$ cat src/rtl/multicycle_mainfsm_pkg.sv
// Shared definitions for the multicycle ARM main FSM: state encoding,
// datapath select codes and the Moore control word layout.
package multicycle_mainfsm_pkg;

  typedef enum logic [3:0] {
    FETCH    = 4'd0,
    DECODE   = 4'd1,
    MEMADR   = 4'd2,
    MEMRD    = 4'd3,
    MEMWB    = 4'd4,
    MEMWR    = 4'd5,
    EXECUTER = 4'd6,
    EXECUTEI = 4'd7,
    ALUWB    = 4'd8,
    BRANCH   = 4'd9,
    UNKNOWN  = 4'd10
  } statetype;

  localparam logic [1:0] SRCA_REG = 2'b00;
  localparam logic [1:0] SRCA_PC  = 2'b01;

  localparam logic [1:0] SRCB_REG  = 2'b00;
  localparam logic [1:0] SRCB_IMM  = 2'b01;
  localparam logic [1:0] SRCB_FOUR = 2'b10;

  localparam logic [1:0] RES_ALUOUT    = 2'b00;
  localparam logic [1:0] RES_DATA      = 2'b01;
  localparam logic [1:0] RES_ALURESULT = 2'b10;

  localparam logic [1:0] OP_DP     = 2'b00;
  localparam logic [1:0] OP_MEM    = 2'b01;
  localparam logic [1:0] OP_BRANCH = 2'b10;

  typedef struct packed {
    logic       irWrite;
    logic       adrSrc;
    logic [1:0] aluSrcA;
    logic [1:0] aluSrcB;
    logic [1:0] resultSrc;
    logic       nextPC;
    logic       regW;
    logic       memW;
    logic       branch;
    logic       aluOp;
  } ctrl_t;

endpackage

$ cat src/rtl/multicycle_mainfsm_ctrl_rom.sv
// Combinational state-to-control-word lookup; anything outside the defined
// states (including UNKNOWN) yields an all-zero, side-effect-free word.
module fsm_ctrl_rom
  import multicycle_mainfsm_pkg::*;
(
  input  statetype i_state,
  output ctrl_t    o_ctrl
);

  always_comb begin
    o_ctrl = '0;
    case (i_state)
      FETCH: begin
        o_ctrl.irWrite   = 1'b1;
        o_ctrl.aluSrcA   = SRCA_PC;
        o_ctrl.aluSrcB   = SRCB_FOUR;
        o_ctrl.resultSrc = RES_ALURESULT;
        o_ctrl.nextPC    = 1'b1;
      end
      // PC+8 is formed here so that R15 reads during execute see it
      DECODE: begin
        o_ctrl.aluSrcA   = SRCA_PC;
        o_ctrl.aluSrcB   = SRCB_FOUR;
        o_ctrl.resultSrc = RES_ALURESULT;
      end
      MEMADR: begin
        o_ctrl.aluSrcA = SRCA_REG;
        o_ctrl.aluSrcB = SRCB_IMM;
      end
      MEMRD: o_ctrl.adrSrc = 1'b1;
      MEMWB: begin
        o_ctrl.resultSrc = RES_DATA;
        o_ctrl.regW      = 1'b1;
      end
      MEMWR: begin
        o_ctrl.adrSrc = 1'b1;
        o_ctrl.memW   = 1'b1;
      end
      EXECUTER: begin
        o_ctrl.aluSrcA = SRCA_REG;
        o_ctrl.aluSrcB = SRCB_REG;
        o_ctrl.aluOp   = 1'b1;
      end
      EXECUTEI: begin
        o_ctrl.aluSrcA = SRCA_REG;
        o_ctrl.aluSrcB = SRCB_IMM;
        o_ctrl.aluOp   = 1'b1;
      end
      ALUWB: begin
        o_ctrl.resultSrc = RES_ALUOUT;
        o_ctrl.regW      = 1'b1;
      end
      BRANCH: begin
        o_ctrl.aluSrcA   = SRCA_REG;
        o_ctrl.aluSrcB   = SRCB_IMM;
        o_ctrl.resultSrc = RES_ALURESULT;
        o_ctrl.branch    = 1'b1;
      end
      default: o_ctrl = '0;
    endcase
  end

endmodule

$ cat src/rtl/multicycle_mainfsm.sv
// Main sequencing FSM of the multicycle ARM controller: state register and
// next-state logic; the Moore control word comes from fsm_ctrl_rom.
module multicycle_mainfsm
  import multicycle_mainfsm_pkg::*;
(
  input  logic       clk,
  input  logic       reset,
  input  logic [1:0] Op,
  input  logic [5:0] Funct,
  output logic       IRWrite,
  output logic       AdrSrc,
  output logic [1:0] ALUSrcA,
  output logic [1:0] ALUSrcB,
  output logic [1:0] ResultSrc,
  output logic       NextPC,
  output logic       RegW,
  output logic       MemW,
  output logic       Branch,
  output logic       ALUOp,
  output logic [3:0] state
);

  statetype r_state;
  statetype w_nextState;
  ctrl_t    w_ctrl;
  logic     w_unusedFunct;

  // Only I (Funct[5]) and L (Funct[0]) steer the sequence
  assign w_unusedFunct = ^Funct[4:1];

  always_ff @(posedge clk) begin
    if (reset) r_state <= FETCH;
    else       r_state <= w_nextState;
  end

  always_comb begin
    w_nextState = FETCH;
    case (r_state)
      FETCH: w_nextState = DECODE;
      DECODE: begin
        case (Op)
          OP_MEM:    w_nextState = MEMADR;
          OP_DP:     w_nextState = Funct[5] ? EXECUTEI : EXECUTER;
          OP_BRANCH: w_nextState = BRANCH;
          default:   w_nextState = UNKNOWN;
        endcase
      end
      MEMADR:   w_nextState = Funct[0] ? MEMRD : MEMWR;
      MEMRD:    w_nextState = MEMWB;
      EXECUTER: w_nextState = ALUWB;
      EXECUTEI: w_nextState = ALUWB;
      default:  w_nextState = FETCH;
    endcase
  end

  fsm_ctrl_rom u_rom (
    .i_state (r_state),
    .o_ctrl  (w_ctrl)
  );

  assign IRWrite   = w_ctrl.irWrite;
  assign AdrSrc    = w_ctrl.adrSrc;
  assign ALUSrcA   = w_ctrl.aluSrcA;
  assign ALUSrcB   = w_ctrl.aluSrcB;
  assign ResultSrc = w_ctrl.resultSrc;
  assign NextPC    = w_ctrl.nextPC;
  assign RegW      = w_ctrl.regW;
  assign MemW      = w_ctrl.memW;
  assign Branch    = w_ctrl.branch;
  assign ALUOp     = w_ctrl.aluOp;
  assign state     = r_state;

endmodule

$ cat config.mk
export PLATFORM = sky130hd
export DESIGN_NAME = multicycle_mainfsm
export DESIGN_NICKNAME = d
export VERILOG_FILES = /design/src/rtl/multicycle_mainfsm_pkg.sv /design/src/rtl/multicycle_mainfsm_ctrl_rom.sv /design/src/rtl/multicycle_mainfsm.sv
export SDC_FILE = /design/constraint.sdc
export NUM_CORES = 1
export LEC_CHECK = 0
export ABC_AREA = 1
export CAP_MARGIN = 20
export CORE_AREA = 2 2 39 41
export DETAILED_ROUTE_END_ITERATION = 7
export DIE_AREA = 0 0 41 43
export SYNTH_ARGS = -nofsm -noshare
export SYNTH_HDL_FRONTEND = slang
export SYNTH_SLANG_ARGS = --single-unit
$ cat constraint.sdc
create_clock -name clk -period 1.1 [get_ports clk]
set_input_delay 0.11 -clock clk [delete_from_list [all_inputs] [get_ports clk]]
set_output_delay 0.11 -clock clk [all_outputs]
set_load 0.05 [all_outputs]
# Word level (Yosys, flattened, before mapping)
# Cells that the tools add are included.
dict set report word_totals {
  input_bits 10
  regBits 4
  output_inout_bits 17
  wordCells 32
}
dict set report classes {
  muxes 12
  n_eq_ne 11
  n_reduce_logical 8
}
# op count
set ops {}
lappend ops {{$pmux 4 s5} 1}
lappend ops {{$eq 4x3->1 const B} 4}
lappend ops {{$pmux 4 s3} 1}
lappend ops {{$eq 4x2->1 const B} 2}
lappend ops {{$eq 4x4->1 const B} 2}
lappend ops {{$reduce_or 2->1} 4}
lappend ops {{$mux 1} 7}
lappend ops {{$pmux 3 s2} 1}
lappend ops {{$reduce_or 3->1} 2}
lappend ops {{$eq 4x1->1 const B} 1}
lappend ops {{$logic_not 4->1} 1}
lappend ops {{$pmux 2 s2} 1}
lappend ops {{$mux 3} 1}
lappend ops {{$eq 2x1->1 const B} 1}
lappend ops {{$eq 2x2->1 const B} 1}
lappend ops {{$logic_not 2->1} 1}

# Depth between registers and ports, before layout
dict set report logic_depth {
  ltp_word 3
  ltp_mapped 5
  depth_no_buf 5
}

# Cells and area by module
# From an unflattened synthesis, not the netlist that was laid out.
dict set report unflattened {
  cells_unflattened 67
  area_unflattened_um2 364.1
}
# mod instances cells_per_inst seq_area_each_um2 area_per_inst_um2
set modules_own_cells {}
lappend modules_own_cells {multicycle_mainfsm 1 33 80.1 206.4}
lappend modules_own_cells {fsm_ctrl_rom 1 34 0.0 157.7}

# Worst setup path after synthesis
# Ideal clock, no wire load.
dict set report synth_path {
  kind {reg2out}
  startpoint {register r_state[2], in the netlist state[2]}
  endpoint {output ALUSrcB[0]}
  stages_incl_launch_ff 5
  n_path_buf 0
  arrival_ns 1.843
  slack_ns -0.853
  required_time_ns 0.990
  cell_sequence {dfxtp_1 nand2_2 nor2_2 nand2_1 nand3_1}
}
dict set report synth_between {
  elab_chain_cells 3
  elab_cells_between_ends 8
}
# item line_no
set synth_lines {}
lappend synth_lines {{start, declared} multicycle_mainfsm.sv:23} ;# statetype r_state;
lappend synth_lines {{start signal, assigned} multicycle_mainfsm.sv:33} ;# else r_state <= w_nextState;
lappend synth_lines {{$eq 4x2->1 (tied with other cells)} multicycle_mainfsm_ctrl_rom.sv:12} ;# case (i_state)
lappend synth_lines {{$reduce_or 3->1 (no line) / $reduce_or 2->1 (equally long branches)} -}
lappend synth_lines {{$pmux 3 s2 *} multicycle_mainfsm_ctrl_rom.sv:12}
lappend synth_lines {{end, declared} multicycle_mainfsm.sv:13} ;# output logic [1:0] ALUSrcB,
# Every way passes the cells marked *; elsewhere a longest branch is shown, timed or not.

# Final worst setup path
dict set report layout_path {
  startpoint {register r_state[3], in the netlist state[3]}
  endpoint {output ALUSrcB[0]}
}
# The elaborated chain is that of the path after synthesis.

==> metrics <==
Fin. Hold Viols 0; Clock Sinks 4; final WL 989 µm; endpoint of the worst hold path state[1]; largest net degree at the start of global routing 7; Cell Pwr Density 1230 nW/µm²; Hold Buf Count CTS 0; Buf/Inv on CP 2; clock slew at reported path FFs ~0.03 ns; cell count after synthesis 52; WL per Instance slightly below 10 µm; Hold WS 0.506 ns; max-slew violation count 0; CP arrival 1.15 ns; RR Startpoint state[0]; Avg Cell Area, Syn between 5 and 6 µm²; Final Net Count 97; via/cell ratio 4.33; FF+latch count, synth 4; fillers around 110; max cap viols 0; hold path cells 3; share of cells above drive strength 1 between 70% and 80%; syn_nets between 60 and 70; Inserted Diodes 0; Setup TNS Final -1.35 ns; count of different cell masters after synthesis 12; Hold Crit Start Funct[0]; fin crit period about 1.3 ns; RSZ-0062 raised after global routing yes; Final ANT Viol Nets 0; final setup margin -0.157 ns; worst skew pair latency roughly 0.22 ns; max reg flops 4; dpl hpwl 776 µm; routability cong. 0.679; crit start category register; DIE AREA 1760 µm²; Slowest-stage cell, CP dfxtp_4; register-to-register setup slack 0.02 ns; part of the Yosys area used for sequential elements between 20% and 30%; GRT Resource Usage Total about an eighth; First-pass DRT Iterations 4; Synthesis Warnings 0; CTS Buffer Depth 2; CTS Buf Count 3; Period Utilization, post-route 114%; outcome finished, violations left; Largest stage delay, worst path 0.37 ns; Remaining Overflow, GRT 0; area grow syn2layout 216%; delay-heaviest family, CP flip-flops; CP Class reg -> out; root buf cell clkbuf_4; vias in the first global route 380; first-pass GRT wire length 1.53 mm; # DRC 0; CP Cell Sequence inv_6, nand2_8, nor2_4, nand2_2, nand3_4, buf_12; Leak 0.000390 µW; reg2reg end state[3]; I/O pin total 27; TritonCTS clock tree built; Fmax 795 MHz; Rows 14; core footprint 1380 µm²; CP max FO 5; Final setup violation count 12; port buffer count 21; Req. time, crit path 0.99 ns; level count of the clock H-tree 1; Iteration-0 DRC Markers 8; die height 43 µm; Initial Util approximately 22%; initial antenna violation count 0; Setup crit end kind output pin; vias after detailed routing 437; reg2reg path depth 6; Peak VDD IR 0.685 mV; HP Class in -> reg; skew final 0.000455 ns; die width 41 µm; Mapped Area roughly 300 µm²; failing checks setup timing
where the power goes:
group	total (µW)	internal, µW	leakage, µW	switching [µW]
registers	190	160	0.0000356	30.7
logic	803	371	0.000340	432
clock network	169	121	0.0000138	47.9
total	1160	652	0.000390	510
how the worst max path moves through the flow:
stage,start,to,slack (ns),cells after the start
3_3_place_gp,state[0],ALUSrcB[0],0.03,5
5_1_grt,state[3],ALUSrcB[0],-0.21,6
3_5_place_dp,state[0],ALUSrcB[0],0.02,5
2_1_floorplan,state[3],ALUSrcB[0],-0.18,5
4_1_cts,state[0],ResultSrc[1],-0.15,5
6_report,state[3],ALUSrcB[0],-0.16,6
cell usage after synthesis (all sizes together):
library cell  instances  area (µm²)
nor2                 11        48.8
nand2                10        40.0
inv                   8        30.0
nand3                 8        40.0
a21oi                 5        25.0
dfxtp                 4        80.1
buf                   3        22.5
o21ai                 2        10.0
conb                  1        3.75
timing repair:
| action | in CTS | in global routing |
|---|---|---|
| setup buffers | 6 | 0 |
| hold endpoints to repair | 0 | 0 |
| gates resized for setup | 8 | 3 |
| endpoints found under the setup margin | 12 | 13 |
| pin swaps | 9 | 3 |
through the flow:
stage	instance area [µm²]	util, %	worst slack [ns]	power, µW	cells
floorplan	432	-	-0.184	621	52
global placement	837	60.5	0.0252	948	92
detailed placement	837	60.5	0.0216	953	92
CTS	937	67.7	-0.153	1160	101
global route	948	68.5	-0.211	1220	101
finish	948	68.5	-0.157	1160	101
layout by cell type, fill, tap and decap left out, types with 2 or more instances in the layout:
cell / instances
inv_2: 2
nor2_1: 3
o21ai_4: 2
nand3_4: 2
buf_12: 16
nor2_4: 6
a21oi_1: 3
nand3_1: 6
a21oi_2: 2
buf_6: 2
clkbuf_4: 3
dfxtp_4: 4
nand2_4: 2
buf_4: 10
nor2_2: 2
clkdlybuf4s50_1: 5
inv_4: 3
nand2_1: 6
tightest hold or removal path: stages:
cell and delay [ns]:
clkdlybuf4s50_1 0.42, nand3_1 0.09, a21oi_1 0.06
final cells by class:
| cell class | count | area (µm²) | area share [%] |
|---|---|---|---|
| clock buffers | 3 | 22.5 | 2.37 |
| flip-flops and latches | 4 | 95.1 | 10.0 |
| well taps | 16 | 20.0 | 2.11 |
| multi-input cells | 37 | 297 | 31.3 |
| repair buffers | 33 | 468 | 49.3 |
| inverters | 8 | 46.3 | 4.88 |
cells by family after synthesis:
family / share of synthesized area (%)
AND/OR/NAND/NOR: 42.9
buffers and inverters: 17.5
AO/OA/AOI/OAI: 11.7
flip-flops: 26.7
other: 1.25
layer usage:
layer	GRT usage, %	vias to the layer above	wire (µm)
met4	6.00	0	0
met1	14.5	190	346
met5	0	-	0
li1	-	224	-
met2	21.9	23	573
met3	1.57	0	69
Power figures use the tool's default switching activity.
